==> config.mk <==
export PLATFORM = sky130hd
export DESIGN_NAME = matmul_apb_master
export DESIGN_NICKNAME = d
export VERILOG_FILES = /design/src/rtl/matmul_apb_master.sv
export SDC_FILE = /design/constraint.sdc
export NUM_CORES = 1
export LEC_CHECK = 0
export CAP_MARGIN = 0
export CORE_UTILIZATION = 42
export DETAILED_ROUTE_END_ITERATION = 10
export PLACE_DENSITY = 0.81
export SKIP_LAST_GASP = 1
export SLEW_MARGIN = 20
export SYNTH_ARGS = -nofsm -noshare
export SYNTH_HDL_FRONTEND = slang
export SYNTH_SLANG_ARGS = --single-unit
==> constraint.sdc <==
create_clock -name clk_i -period 2.6 [get_ports clk_i]
set_clock_uncertainty 0.1 [all_clocks]
set_input_delay 0.52 -clock clk_i [delete_from_list [all_inputs] [get_ports clk_i]]
set_output_delay 0.52 -clock clk_i [all_outputs]
set_load 0.01 [all_outputs]
==> src/rtl/matmul_apb_master.sv <==
// APB master for the matmul block: accepts one command at a time, runs a
// SETUP/ACCESS transfer with a bounded wait, and returns the result through a
// valid/ready response port. All outputs are registered.
module matmul_apb_master #(
   parameter int unsigned DATA_WIDTH  = 32,
   parameter int unsigned BUS_WIDTH   = 64,
   parameter int unsigned ADDR_WIDTH  = 32,
   parameter int unsigned MAX_DIM     = BUS_WIDTH / DATA_WIDTH,
   parameter int unsigned TIMEOUT_CYC = 16
) (
   input  logic                  clk_i,
   input  logic                  rst_ni,
   input  logic                  cmd_valid_i,
   output logic                  cmd_ready_o,
   input  logic                  cmd_write_i,
   input  logic [ADDR_WIDTH-1:0] cmd_addr_i,
   input  logic [BUS_WIDTH-1:0]  cmd_wdata_i,
   input  logic [MAX_DIM-1:0]    cmd_strb_i,
   output logic                  rsp_valid_o,
   input  logic                  rsp_ready_i,
   output logic [BUS_WIDTH-1:0]  rsp_rdata_o,
   output logic                  rsp_err_o,
   output logic                  rsp_timeout_o,
   output logic                  psel_o,
   output logic                  penable_o,
   output logic                  pwrite_o,
   output logic [ADDR_WIDTH-1:0] paddr_o,
   output logic [BUS_WIDTH-1:0]  pwdata_o,
   output logic [MAX_DIM-1:0]    pstrb_o,
   input  logic                  pready_i,
   input  logic                  pslverr_i,
   input  logic [BUS_WIDTH-1:0]  prdata_i,
   output logic                  busy_o
);

   localparam int unsigned CNT_W = (TIMEOUT_CYC > 1) ? $clog2(TIMEOUT_CYC) : 1;
   // Count value held during the last permitted wait cycle.
   localparam logic [CNT_W-1:0] LAST_WAIT = CNT_W'(TIMEOUT_CYC - 1);

   typedef enum logic [1:0] {
      IDLE,
      SETUP,
      ACCESS,
      RESP
   } state_t;

   state_t           state;
   logic [CNT_W-1:0] wait_cnt;

   // Transfer sequencer: state, wait counter and every registered output.
   always_ff @(posedge clk_i or negedge rst_ni) begin
      if (!rst_ni) begin
         state         <= IDLE;
         wait_cnt      <= '0;
         cmd_ready_o   <= 1'b1;
         rsp_valid_o   <= 1'b0;
         rsp_rdata_o   <= '0;
         rsp_err_o     <= 1'b0;
         rsp_timeout_o <= 1'b0;
         psel_o        <= 1'b0;
         penable_o     <= 1'b0;
         pwrite_o      <= 1'b0;
         paddr_o       <= '0;
         pwdata_o      <= '0;
         pstrb_o       <= '0;
         busy_o        <= 1'b0;
      end else begin
         unique case (state)
            IDLE: begin
               if (cmd_valid_i) begin
                  state       <= SETUP;
                  cmd_ready_o <= 1'b0;
                  busy_o      <= 1'b1;
                  psel_o      <= 1'b1;
                  pwrite_o    <= cmd_write_i;
                  paddr_o     <= cmd_addr_i;
                  // Reads drive neither data nor strobes onto the bus.
                  pwdata_o    <= cmd_write_i ? cmd_wdata_i : '0;
                  pstrb_o     <= cmd_write_i ? cmd_strb_i  : '0;
               end
            end
            SETUP: begin
               state     <= ACCESS;
               penable_o <= 1'b1;
               wait_cnt  <= '0;
            end
            ACCESS: begin
               // A ready slave takes priority over an expiring wait budget.
               if (pready_i) begin
                  state         <= RESP;
                  psel_o        <= 1'b0;
                  penable_o     <= 1'b0;
                  rsp_valid_o   <= 1'b1;
                  rsp_err_o     <= pslverr_i;
                  rsp_timeout_o <= 1'b0;
                  rsp_rdata_o   <= pwrite_o ? '0 : prdata_i;
               end else if (wait_cnt == LAST_WAIT) begin
                  state         <= RESP;
                  psel_o        <= 1'b0;
                  penable_o     <= 1'b0;
                  rsp_valid_o   <= 1'b1;
                  rsp_err_o     <= 1'b1;
                  rsp_timeout_o <= 1'b1;
                  rsp_rdata_o   <= '0;
               end else begin
                  wait_cnt <= wait_cnt + 1'b1;
               end
            end
            RESP: begin
               if (rsp_ready_i) begin
                  state         <= IDLE;
                  cmd_ready_o   <= 1'b1;
                  busy_o        <= 1'b0;
                  rsp_valid_o   <= 1'b0;
                  rsp_err_o     <= 1'b0;
                  rsp_timeout_o <= 1'b0;
                  rsp_rdata_o   <= '0;
               end
            end
            default: state <= IDLE;
         endcase
      end
   end

endmodule

# Yosys cells after proc, flatten, opt, wreduce, memory -nomap -nowiden
# Index checks and enable logic that the tools add are counted.
[classes]
n_div = 0
mux = 32
n_lt_le_gt_ge = 0
n_eq_ne = 9
mul = 0
n_addsub = 1
n_reduce_logical = 12
bitwise_logic = 0
n_shift = 0
[op_table]
columns = ["operator", "n"]
rows = [
  ["two-way mux 64 bit", 5],
  ["case mux 64 bit (2 select lines)", 1],
  ["AND reduction 3 bit", 5],
  ["case mux 1 bit (2 select lines)", 7],
  ["two-way mux 1 bit", 10],
  ["two-way mux 2 bit", 5],
  ["two-way mux 4 bit", 2],
  ["inequality test 2 bit (second input constant)", 4],
  ["case mux 2 bit (4 select lines)", 1],
  ["case mux 4 bit (2 select lines)", 1],
  ["nonzero test 2 bit", 4],
  ["adder 4 x 1 -> 4 bit (second input constant)", 1],
  ["equality test 2 bit (second input constant)", 2],
  ["equality test 4 bit (second input constant)", 1],
  ["AND reduction 2 bit", 2],
  ["inequality test 3 bit (second input constant)", 1],
  ["equality test 2 x 1 -> 1 bit (second input constant)", 1],
  ["logical NOT 2 bit", 1],
]
[totals]
latch_bits = 0
mem_bits_rw = 0
memories = 0
in_bits = 169
ff_bits = 176
mem_bits_ro = 0

# Logic depth before layout (Yosys ltp)
# Gate-level depths: netlist of the first run.
[logic_depth]
ltp_word = 4
ltp_mapped = 7

# Worst setup path after synthesis of the first run
# OpenSTA, ideal clock, no wires.
[synth_timing]
path_kind = "reg-to-reg"
startpoint = "register state[1]"
endpoint = "register rsp_err_o"
required_time_ns = 2.375
setup_time_ns = 0.125
path_stages_with_launch = 7
setup_slack_ns = 0.774
path_buffers = 2
arrival_time_ns = 1.601
path_cell_list = "dfrtp_1 ha_1 clkbuf_1 nand2b_1 a22oi_4 buf_6 mux2_2"
[synth_between]
elab_chain_cells = 3
elab_cells_between_ends = 7
[synth_rtl]
columns = ["item", "line", "source"]
rows = [
  ["start, declared", "47", "state_t state;"],
  ["start signal, assigned", "53", "state <= IDLE;"],
  ["start signal, assigned", "71", "state <= SETUP;"],
  ["start signal, assigned", "83", "state <= ACCESS;"],
  ["equality test 2 bit", "68", "unique case (state)"],
  ["inequality test 3 bit (no source line) (tied with other cells)", "--", ""],
  ["AND reduction 3 bit (no source line)", "--", ""],
  ["end signal, assigned", "94", "rsp_err_o <= pslverr_i;"],
  ["end, declared", "22", "output logic rsp_err_o,"],
]
# Several ways; a longest one is shown, not always the timed one.
# A chain may end at the register's enable or synchronous reset.

# Worst setup path after layout of the first run
[layout_timing]
startpoint = "register cmd_ready_o"
endpoint = "output port cmd_ready_o"
[layout_rtl]
columns = ["item", "line", "source"]
rows = [
  ["start, declared", "14", "output logic cmd_ready_o,"],
  ["start signal, assigned", "55", "cmd_ready_o <= 1'b1;"],
  ["start signal, assigned", "72", "cmd_ready_o <= 1'b0;"],
  ["start signal, assigned", "112", "cmd_ready_o <= 1'b1;"],
]
# No word-level cell between the ends.

==> results of run 1 <==
==> stage by stage <==
step,util [%],worst slack (ns)
6_report,67.78,0.4416
5_1_grt,67.78,0.3985
4_1_cts,67.78,0.4107
3_5_place_dp,64.39,0.2765
3_3_place_gp,64.39,0.3525
2_1_floorplan,-,0.7741
==> routing by layer <==
layer  global-route usage [%]  part of all wire (%)  up-vias  wire length (microns)
met2                    39.58                    49      262                  10140
met1                    26.62                    40     2987                   8248
met5                        0                     0        -                      0
li1                         -                     -     3094                      -
met3                    8.258                   8.7       33                   1807
met4                    8.489                   2.5        0                    521
==> synthesized netlist by cell type, types with 4 or more instances <==
| cell | instances |
|---|---|
| sky130_fd_sc_hd__ha_1 | 5 |
| sky130_fd_sc_hd__mux2i_1 | 65 |
| sky130_fd_sc_hd__nand2_1 | 303 |
| sky130_fd_sc_hd__dfrtp_1 | 175 |
| sky130_fd_sc_hd__clkbuf_1 | 24 |
| sky130_fd_sc_hd__o21ai_0 | 6 |
| sky130_fd_sc_hd__buf_8 | 4 |
| sky130_fd_sc_hd__a21oi_1 | 5 |
| sky130_fd_sc_hd__inv_1 | 71 |
| sky130_fd_sc_hd__nand3_1 | 71 |
| sky130_fd_sc_hd__buf_2 | 11 |
==> power groups by stage <==
stage / logic [W] / clock network [W] / registers (W)
3_5_place_dp: 0.00573 / 0 / 0.00440
5_1_grt: 0.00617 / 0.00268 / 0.00448
3_3_place_gp: 0.00563 / 0 / 0.00435
2_1_floorplan: 0.00225 / 0 / 0.00483
4_1_cts: 0.00576 / 0.00257 / 0.00436
6_report: 0.00569 / 0.00251 / 0.00436
==> area by class of cell <==
cell class	instances	area (sq um)	area share (%)
Clock buffer	21	470.5	4.027
Clock inverter	11	102.6	0.8782
Inverter	71	266.5	2.281
Multi-Input combinational cell	478	2476	21.20
Sequential cell	176	4405	37.71
Tap cell	225	281.5	2.410
Timing Repair Buffer	361	3680	31.50
==> cells by family after synthesis <==
kind of cell               after synthesis  synth area share [%]
buffers and inverters                  115                 6.857
and+or+nand+nor                        383                 20.98
DFF                                    176                 59.76
muxes                                   67                 9.131
AOI/OAI and AO/OA                       23                 2.427
adders and majority gates                5                0.8486
==> worst paths after layout <==
check	slack, ns	from	depth (start not counted)	end
min in group asynchronous	0.55	rst_ni	2	rsp_rdata_o[21]
max in group asynchronous	1.17	rst_ni	3	rsp_rdata_o[17]
worst max register to register	0.55	wait_cnt[0]	5	rsp_rdata_o[23]
worst min register to register	0.36	pwdata_o[40]	2	pwdata_o[40]
worst max-delay path	0.44	cmd_ready_o	1	cmd_ready_o
worst min-delay path	0.36	pwdata_o[40]	2	pwdata_o[40]
==> state kept, by name, indices dropped and copies added, names as in the netlist, 2 cells and up <==
register     cells
paddr_o         32
pstrb_o          2
wait_cnt         4
pwdata_o        64
rsp_rdata_o     64
state            2
==> Implementation_results.wiki, run 1 <==
{| class="wikitable"
! Metric !! Value
|-
| Number of max-slew violations in the final report || 0
|-
| Initial cell density of the core || 42.77%
|-
| Capturing element type of the critical path || primary output
|-
| Worst max-slew margin expressed relative to the limit || 61.30%
|-
| Post-Synthesis Cell Area || 0.007372 sq mm
|-
| Cell area after layout || 0.01168 sq mm
|-
| Fraction of final layout cells sized beyond drive strength 1 || 5.725%
|-
| Main synth FF type || sky130_fd_sc_hd__dfrtp_1
|-
| DR pass1 iterations || 4
|-
| Share of Yosys cell area claimed by the top area cell type || 59.40%
|-
| Average via count per standard cell || 4.748
|-
| Fin crit share || 83.02%
|-
| Worst-margin pin slew || 0.5805 ns
|-
| Number of core rows || 48
|-
| Unrepaired setup endpoints after global routing || no
|-
| # DRC || 0
|-
| Largest cells by area after synthesis || sky130_fd_sc_hd__dfrtp_1, sky130_fd_sc_hd__nand2_1, sky130_fd_sc_hd__mux2i_1
|-
| Max Fclk || 463.3 MHz
|-
| Largest delay contributor family on the critical path || buffers and inverters
|-
| Number of gates resized after CTS || 0
|-
| Total of fill cells in the finished design || 1320
|-
| Combinational share of power || 45.3%
|-
| GRT Overall Usage || 23.11%
|-
| Floorplan die height || 134.5 microns
|-
| Outcome || completed
|-
| Minimum hold slack || 0.3627 ns
|-
| CTS Buf Count || 17
|-
| Critical path's largest stage delay || 0.58 ns
|-
| Yosys reg bits || 176
|-
| Area growth, synth to finish || 58.47%
|-
| Most frequent cells in the layout || sky130_fd_sc_hd__clkdlybuf4s50_1, sky130_fd_sc_hd__nand2_1, sky130_fd_sc_hd__dfrtp_1, sky130_fd_sc_hd__inv_1, sky130_fd_sc_hd__nand3_1
|-
| Area enclosed by the die boundary || 0.01809 sq mm
|-
| Synthesized Nets || 943
|-
| Non-Filler Instances || 1343
|-
| Antenna violations before repair || 0
|-
| Proportion of synthesized chip area in sequential cells || 59.76%
|-
| Fraction of power spent switching nets || 34.76%
|-
| Crit-path cells || clkdlybuf4s50_1
|-
| Worst Hold Class || register to register
|-
| Maximum level of the CTS H-tree || 4
|-
| Total design power || 0.01255 W
|-
| Average detailed-routed wire length per instance || 15.43 microns
|-
| Crit-path slowest cell || sky130_fd_sc_hd__clkdlybuf4s50_1
|-
| First-pass GRT wire length || 32440 microns
|-
| Fraction of synthesis flops using an asynchronous set or reset pin || 100.0%
|-
| Crit path time final || 2.158 ns
|-
| Leak || 5.464 nW
|-
| Maximum fanout encountered on the critical timing path || 3
|-
| # port buffers || 338
|-
| Area leader, netlist || sky130_fd_sc_hd__dfrtp_1
|-
| CTS clk-pin slew, worst paths || 0.06 ns
|-
| Vias in the first global route || 6438
|-
| Proportion of power drawn by flip-flops and latches || 34.7%
|-
| Sum of negative setup slack || 0 ns
|-
| Sw power || 0.004364 W
|-
| Count of vias placed by the detailed router || 6376
|-
| Total I/O pin count || 339
|-
| Maximum number of pins on one net before global-route repair || 65
|-
| Hold Violations, Final || 0
|-
| Crit path kind || register to primary output
|-
| Internal Power || 0.008190 W
|-
| Number of routed nets with antenna violations || 0
|-
| Post-Synthesis Cells || 769
|-
| TritonCTS clock tree || built
|-
| Kind of launch point of the worst setup path || register
|-
| Count of synthesis-stage warnings from yosys || 0
|-
| Proportion of power drawn by the clock network || 20.0%
|-
| Remaining Overflow, GRT || 0
|-
| Number of hold buffers added after CTS || 1
|-
| Worst path bufs/invs || 1
|-
| Width of the chip || 134.5 microns
|-
| DPL Wire Length || 14890 microns
|-
| Deepest clock path buffer count || 2
|-
| Post-Syn Area per Cell || 9.587 sq um
|-
| Most common library cell in the layout ignoring fill and taps || sky130_fd_sc_hd__clkdlybuf4s50_1
|-
| Number of different library cells in the post-synthesis netlist || 33
|-
| Number of buffers inserted by post-CTS setup repair || 0
|-
| Root buffer selected by CTS || sky130_fd_sc_hd__clkbuf_16
|-
| Endpoints failing setup || 0
|-
| Number of synthesized flops with an enable pin || 0
|-
| Area inside the core boundary || 0.01724 sq mm
|-
| Starting DRT DRC Count || 209
|-
| Clock network latency to the later pin of the worst-skew pair || 0.42 ns
|-
| Endpoint arrival time on the critical path || 1.54 ns
|-
| Placement-stage cell area || 0.01110 sq mm
|-
| Data required, critical path || 1.98 ns
|-
| Antenna diodes || 0
|-
| Number of instances in the placed design || 1310
|-
| Final-stage net count || 1279
|-
| Weighted congestion reported at the end of routability-driven placement || 0.7960
|-
| Power per standard cell area || 1075 mW/mm^2
|-
| Aggregate routed wire length || 20720 microns
|-
| Count of maximum capacitance violations || 0
|-
| Num Clock Sinks || 176
|-
| Worst ir drop on vdd || 637.8 uV
|}
No activity file was read; power rests on OpenSTA's default activity.
==> run 2: changes to the inputs <==
CORE_UTILIZATION = 38   (was 42)
PLACE_DENSITY = 0.78   (was 0.81)
clock period = 1.9 ns   (was 2.6 ns; I/O delays follow)
==> Implementation_results.wiki, run 2 (synthesis results as in run 1) <==
{| class="wikitable"
! Metric !! Value
|-
| Total number of cells along the worst setup path || 1
|-
| Crit-path slowest cell || sky130_fd_sc_hd__clkdlybuf4s50_1
|-
| Maximum fanout encountered on the critical timing path || 2
|-
| Kind of launch point of the worst setup path || register
|-
| Crit-path cells || clkdlybuf4s50_1
|-
| Data required, critical path || 1.42 ns
|-
| Fraction of final layout cells sized beyond drive strength 1 || 7.073%
|-
| Most frequent cells in the layout || sky130_fd_sc_hd__clkdlybuf4s50_1, sky130_fd_sc_hd__nand2_1, sky130_fd_sc_hd__dfrtp_1, sky130_fd_sc_hd__nand3_1, sky130_fd_sc_hd__inv_1
|-
| Hold Violations, Final || 0
|-
| Deepest clock path buffer count || 2
|-
| Proportion of power drawn by flip-flops and latches || 34.6%
|-
| Endpoints failing setup || 0
|-
| Non-Filler Instances || 1392
|-
| Combinational share of power || 46.6%
|-
| Top Registers || pwdata_o: 64 flops, rsp_rdata_o: 64 flops, paddr_o: 32 flops
|-
| Worst path bufs/invs || 1
|-
| Num Clock Sinks || 176
|-
| Count of maximum capacitance violations || 0
|-
| Total design power || 0.01720 W
|-
| Worst ir drop on vdd || 664.5 uV
|-
| Number of core rows || 50
|-
| Number of instances in the placed design || 1354
|-
| Total of fill cells in the finished design || 1544
|-
| Number of cells traversed by the worst register-to-register path || 7
|-
| Proportion of power drawn by the clock network || 18.8%
|-
| # DRC || 0
|-
| Maximum level of the CTS H-tree || 4
|-
| DR pass1 iterations || 4
|-
| Vias in the first global route || 6597
|-
| Fraction of power spent switching nets || 35.21%
|-
| Starting DRT DRC Count || 240
|-
| Root buffer selected by CTS || sky130_fd_sc_hd__clkbuf_16
|-
| Maximum number of pins on one net before global-route repair || 68
|-
| Average via count per standard cell || 4.598
|-
| Leak || 5.557 nW
|-
| Crit path time final || 1.851 ns
|-
| Total I/O pin count || 339
|-
| Antenna violations before repair || 1
|-
| Worst-margin pin slew || 0.3810 ns
|-
| Power per standard cell area || 1452 mW/mm^2
|-
| Fin crit share || 97.44%
|-
| CTS clk-pin slew, worst paths || 0.07 ns
|-
| Capturing element type of the critical path || primary output
|-
| Floorplan die height || 141.3 microns
|-
| Worst max-slew margin expressed relative to the limit || 73.94%
|-
| Aggregate routed wire length || 21250 microns
|-
| Number of max-slew violations in the final report || 0
|-
| Crit path kind || register to primary output
|-
| Area inside the core boundary || 0.01883 sq mm
|-
| DPL Wire Length || 15220 microns
|-
| Endpoint arrival time on the critical path || 1.37 ns
|-
| Critical path's largest stage delay || 0.56 ns
|-
| Average detailed-routed wire length per instance || 15.27 microns
|-
| Sum of negative setup slack || 0 ns
|-
| Worst Hold Class || input port to asynchronous set/reset pin
|-
| Outcome || completed
|-
| Remaining Overflow, GRT || 0
|-
| TritonCTS clock tree || built
|-
| Internal Power || 0.01114 W
|-
| Unrepaired setup endpoints after global routing || yes
|-
| Area growth, synth to finish || 60.66%
|-
| # port buffers || 338
|-
| Sw power || 0.006055 W
|-
| Most common library cell in the layout ignoring fill and taps || sky130_fd_sc_hd__clkdlybuf4s50_1
|-
| CTS Buf Count || 17
|-
| Initial cell density of the core || 39.15%
|-
| Count of vias placed by the detailed router || 6400
|-
| Weighted congestion reported at the end of routability-driven placement || 0.7788
|-
| R2r setup slk || 0.08 ns
|-
| Area enclosed by the die boundary || 0.01996 sq mm
|-
| Max Fclk || 540.1 MHz
|-
| Largest delay contributor family on the critical path || buffers and inverters
|-
| First-pass GRT wire length || 33440 microns
|-
| GRT Overall Usage || 21.40%
|-
| Width of the chip || 141.3 microns
|-
| Final-stage net count || 1292
|-
| Clock network latency to the later pin of the worst-skew pair || 0.41 ns
|-
| Number of routed nets with antenna violations || 0
|}
run 2: cell types whose count changed in the layout (fill, tap and decap cells not counted), moves of 2 or more:
| cell | change |
|---|---|
| sky130_fd_sc_hd__ha_1 | -2 |
| sky130_fd_sc_hd__dlymetal6s2s_1 | +3 |
| sky130_fd_sc_hd__dlygate4sd2_1 | +4 |
| sky130_fd_sc_hd__clkbuf_8 | -3 |
| sky130_fd_sc_hd__buf_4 | +10 |
| sky130_fd_sc_hd__clkdlybuf4s50_1 | -7 |
| sky130_fd_sc_hd__ha_2 | +2 |
| sky130_fd_sc_hd__clkinv_4 | +4 |
run 2: worst paths after layout:
kind                                    to        start
min in group clk_i            pwdata_o[53]  cmd_write_i
setup reg to reg            rsp_rdata_o[7]     state[0]
hold / removal             rsp_rdata_o[61]       rst_ni
hold reg to reg                pwdata_o[3]  pwdata_o[3]
max in group asynchronous  rsp_rdata_o[63]       rst_ni
setup / recovery               paddr_o[29]  paddr_o[29]
run 2: metal layers:
metal / GRT usage, % / share of wire [%] / vias to the layer above
met3: 7.290 / 8.8 / 23
met1: 25.34 / 40 / 3029
met2: 36.53 / 50 / 248
met5: 0 / 0 / -
li1: - / - / 3100
met4: 6.865 / 1.6 / 0
run 2: what timing repair did:
item / CTS / global route
gates cloned: 0 / 1
pin swaps: 0 / 1
endpoints found under the hold margin: 23 / 0
buffers inserted: 1 / 2
gates resized for setup: 4 / 9
setup endpoints to repair: 5 / 45
hold buffers: 1 / 0
run 2: layout make-up:
cell class	count	area (sq um)	area share (%)
antenna	1	2.502	0.02113
inverter	71	266.5	2.250
clock buffer	19	432.9	3.655
multi-input combinational	478	2491	21.03
tap	260	325.3	2.747
timing repair buffer	374	3814	32.20
sequential	176	4405	37.20
clock inverter	13	106.4	0.8979
run 2: power groups by stage:
stage                     Combinational, W  Clock (W)  Sequential (W)
final                              0.00802    0.00323         0.00595
after global routing               0.00871    0.00349         0.00612
after CTS                          0.00804    0.00334         0.00596
after detailed placement           0.00802          0         0.00601
after global placement             0.00785          0         0.00597
after floorplan                    0.00308          0         0.00660
run 2: metrics by stage:
step / util [%] / instance area [sq um] / hold slack (ns) / setup slack, ns
after detailed placement: 59.67 / 11240 / 0.1884 / -0.1562
after floorplan: - / 7372 / -0.01559 / 0.07410
final: 62.90 / 11840 / 0.3394 / 0.04861
after CTS: 62.60 / 11790 / 0.3031 / 0.002568
after global routing: 62.90 / 11840 / 0.3420 / -0.005109
after global placement: 59.67 / 11240 / 0.1867 / -0.08612
==> RTL change (flow settings as in run 2) <==
Make the reset (`rst_ni`) synchronous in one clocked block.
--- a/src/rtl/matmul_apb_master.sv
+++ b/src/rtl/matmul_apb_master.sv
@@ -48,7 +48,7 @@
    logic [CNT_W-1:0] wait_cnt;
 
    // Transfer sequencer: state, wait counter and every registered output.
-   always_ff @(posedge clk_i or negedge rst_ni) begin
+   always_ff @(posedge clk_i) begin
       if (!rst_ni) begin
          state         <= IDLE;
          wait_cnt      <= '0;
Function: differs if rst_ni is asserted again (counterexample within 4 cycles, from zero or initial values and one cycle with rst_ni low); with rst_ni held inactive, the same outputs for 4 cycles.
==> RTL change against run 2 <==
  * Synthesized area decreased by 8.8%
  * Sequential cell count unchanged
  * Design area decreased by 6.1%
  * Worst setup slack better by 5.5 ps
  * Die area shrank 8.7%
  * Power fell by 29%
  * Wire length up 0.13%
  * Critical path type unchanged
  * Largest cell class is now non-clock buffers
  * Highest routed layer unchanged
==> RTL change: results (changes against run 2) <==
[placement]
place.gp.congestion=0.7980  ; was 0.7788
place_hpwl_mm=15.36  ; was 15.22 mm

[routing]
totalWireLength_mm=21.28  ; was 21.25 mm
via_count=6535  ; was 6400

[final_layout]
fillers=1478  ; was 1544
layout-drive-gt1-share_pct=6.344  ; was 7.073%
fin_nets=1296  ; was 1292
antenna_cells=0  ; was 1

[logic_synthesis]
async_reset_ff_share_pct=0  ; was 100.0%
ys.flop_type=dfxtp_1  ; was dfrtp_1
syn_nets=968  ; was 943
ys_top_cells_by_area=dfxtp_1, nand2_1, mux2i_1  ; was dfrtp_1, nand2_1, mux2i_1
syn_area_per_cell_um2=8.458  ; was 9.587 µm²
yosysUniqueCellTypes=35  ; was 33

[power_and_ir_drop]
p_leak_nw=4.383  ; was 5.557 nW
vdd_ir_drop_max_uv=864.9  ; was 664.5 µV

[global_route]
grt_antenna_before_repair=0  ; was 1
grt_pass1_wl_mm=32.35  ; was 33.44 mm
track_usage_pct=22.80  ; was 21.40%
grt_pass1_vias=6167  ; was 6597
grt_start_max_net_pins=75  ; was 68

[run_status]
status=completed  ; unchanged

[setup_path]
cp-startpoint=pwdata_o[42]$_SDFFE_PN0P_  ; was paddr_o[29]$_DFFE_PN0P_
ff2ff_path_depth=6  ; was 7
rr_startpoint=wait_cnt[0]$_SDFFE_PN0P_  ; was state[0]$_DFFE_PN0P_

[timing]
relSlewSlack_pct=73.55  ; was 73.94%

[cts]
htree_levels=4  ; unchanged
post_cts_buffers=0  ; was 1

[hold_path]
hp-class=flip-flop to flip-flop  ; was input port to async pin

## RTL change: final timing paths
| kind | end | slack (ps) |
|---|---|---|
| worst max-delay path | pwdata_o[42] | 50 |
| worst min-delay path | pwdata_o[37]$_SDFFE_PN0P_ | 350 |
| worst min register to register | pwdata_o[37]$_SDFFE_PN0P_ | 350 |
| worst max register to register | rsp_rdata_o[0]$_SDFFE_PN0P_ | 90 |
## RTL change: cell families after synthesis
group | after synthesis | share of synthesized area, %
AOI/OAI and AO/OA | 127 | 10.25
adders and majority gates | 4 | 0.7444
and+or+nand+nor | 350 | 21.31
DFF | 176 | 52.40
buffers and inverters | 70 | 5.099
muxes | 68 | 10.20
## RTL change: metal layers
metal | routed length, µm | share of wire, % | GRT usage [%]
met2 | 10940 | 51 | 39.78
met4 | 377 | 1.8 | 6.117
met3 | 1341 | 6.3 | 7.170
met1 | 8624 | 41 | 26.87
met5 | 0 | 0 | 0
## RTL change: report_power, final
group | internal [mW] | switching [mW]
sequential | 4.17 | 0.258
clock | 1.94 | 1.51
combinational | 2.22 | 2.03
total | 8.34 | 3.80
## RTL change: cell type report
cell class,count,share of cell area (%)
sequential,176,31.69
clock buffer,19,3.894
inverter,8,0.2813
multi-input combinational,549,25.79
clock inverter,12,1.227
timing repair buffer,371,34.58
tap,225,2.532
## RTL change: timing repair
| action | 4_1_cts | 5_1_grt |
|---|---|---|
| resized for setup | 3 | 1 |
| endpoints found under the hold margin | 0 | 0 |
| endpoints found under the setup margin | 3 | 1 |
| pin swaps | 0 | 0 |
## RTL change: through the flow
step	setup slack (ps)	cell area [µm²]
floorplan	233.2	6724
global route	5.617	11120
finish	54.07	11120
global placement	-117.6	10550
CTS	21.15	11120
detailed placement	-192.5	10550
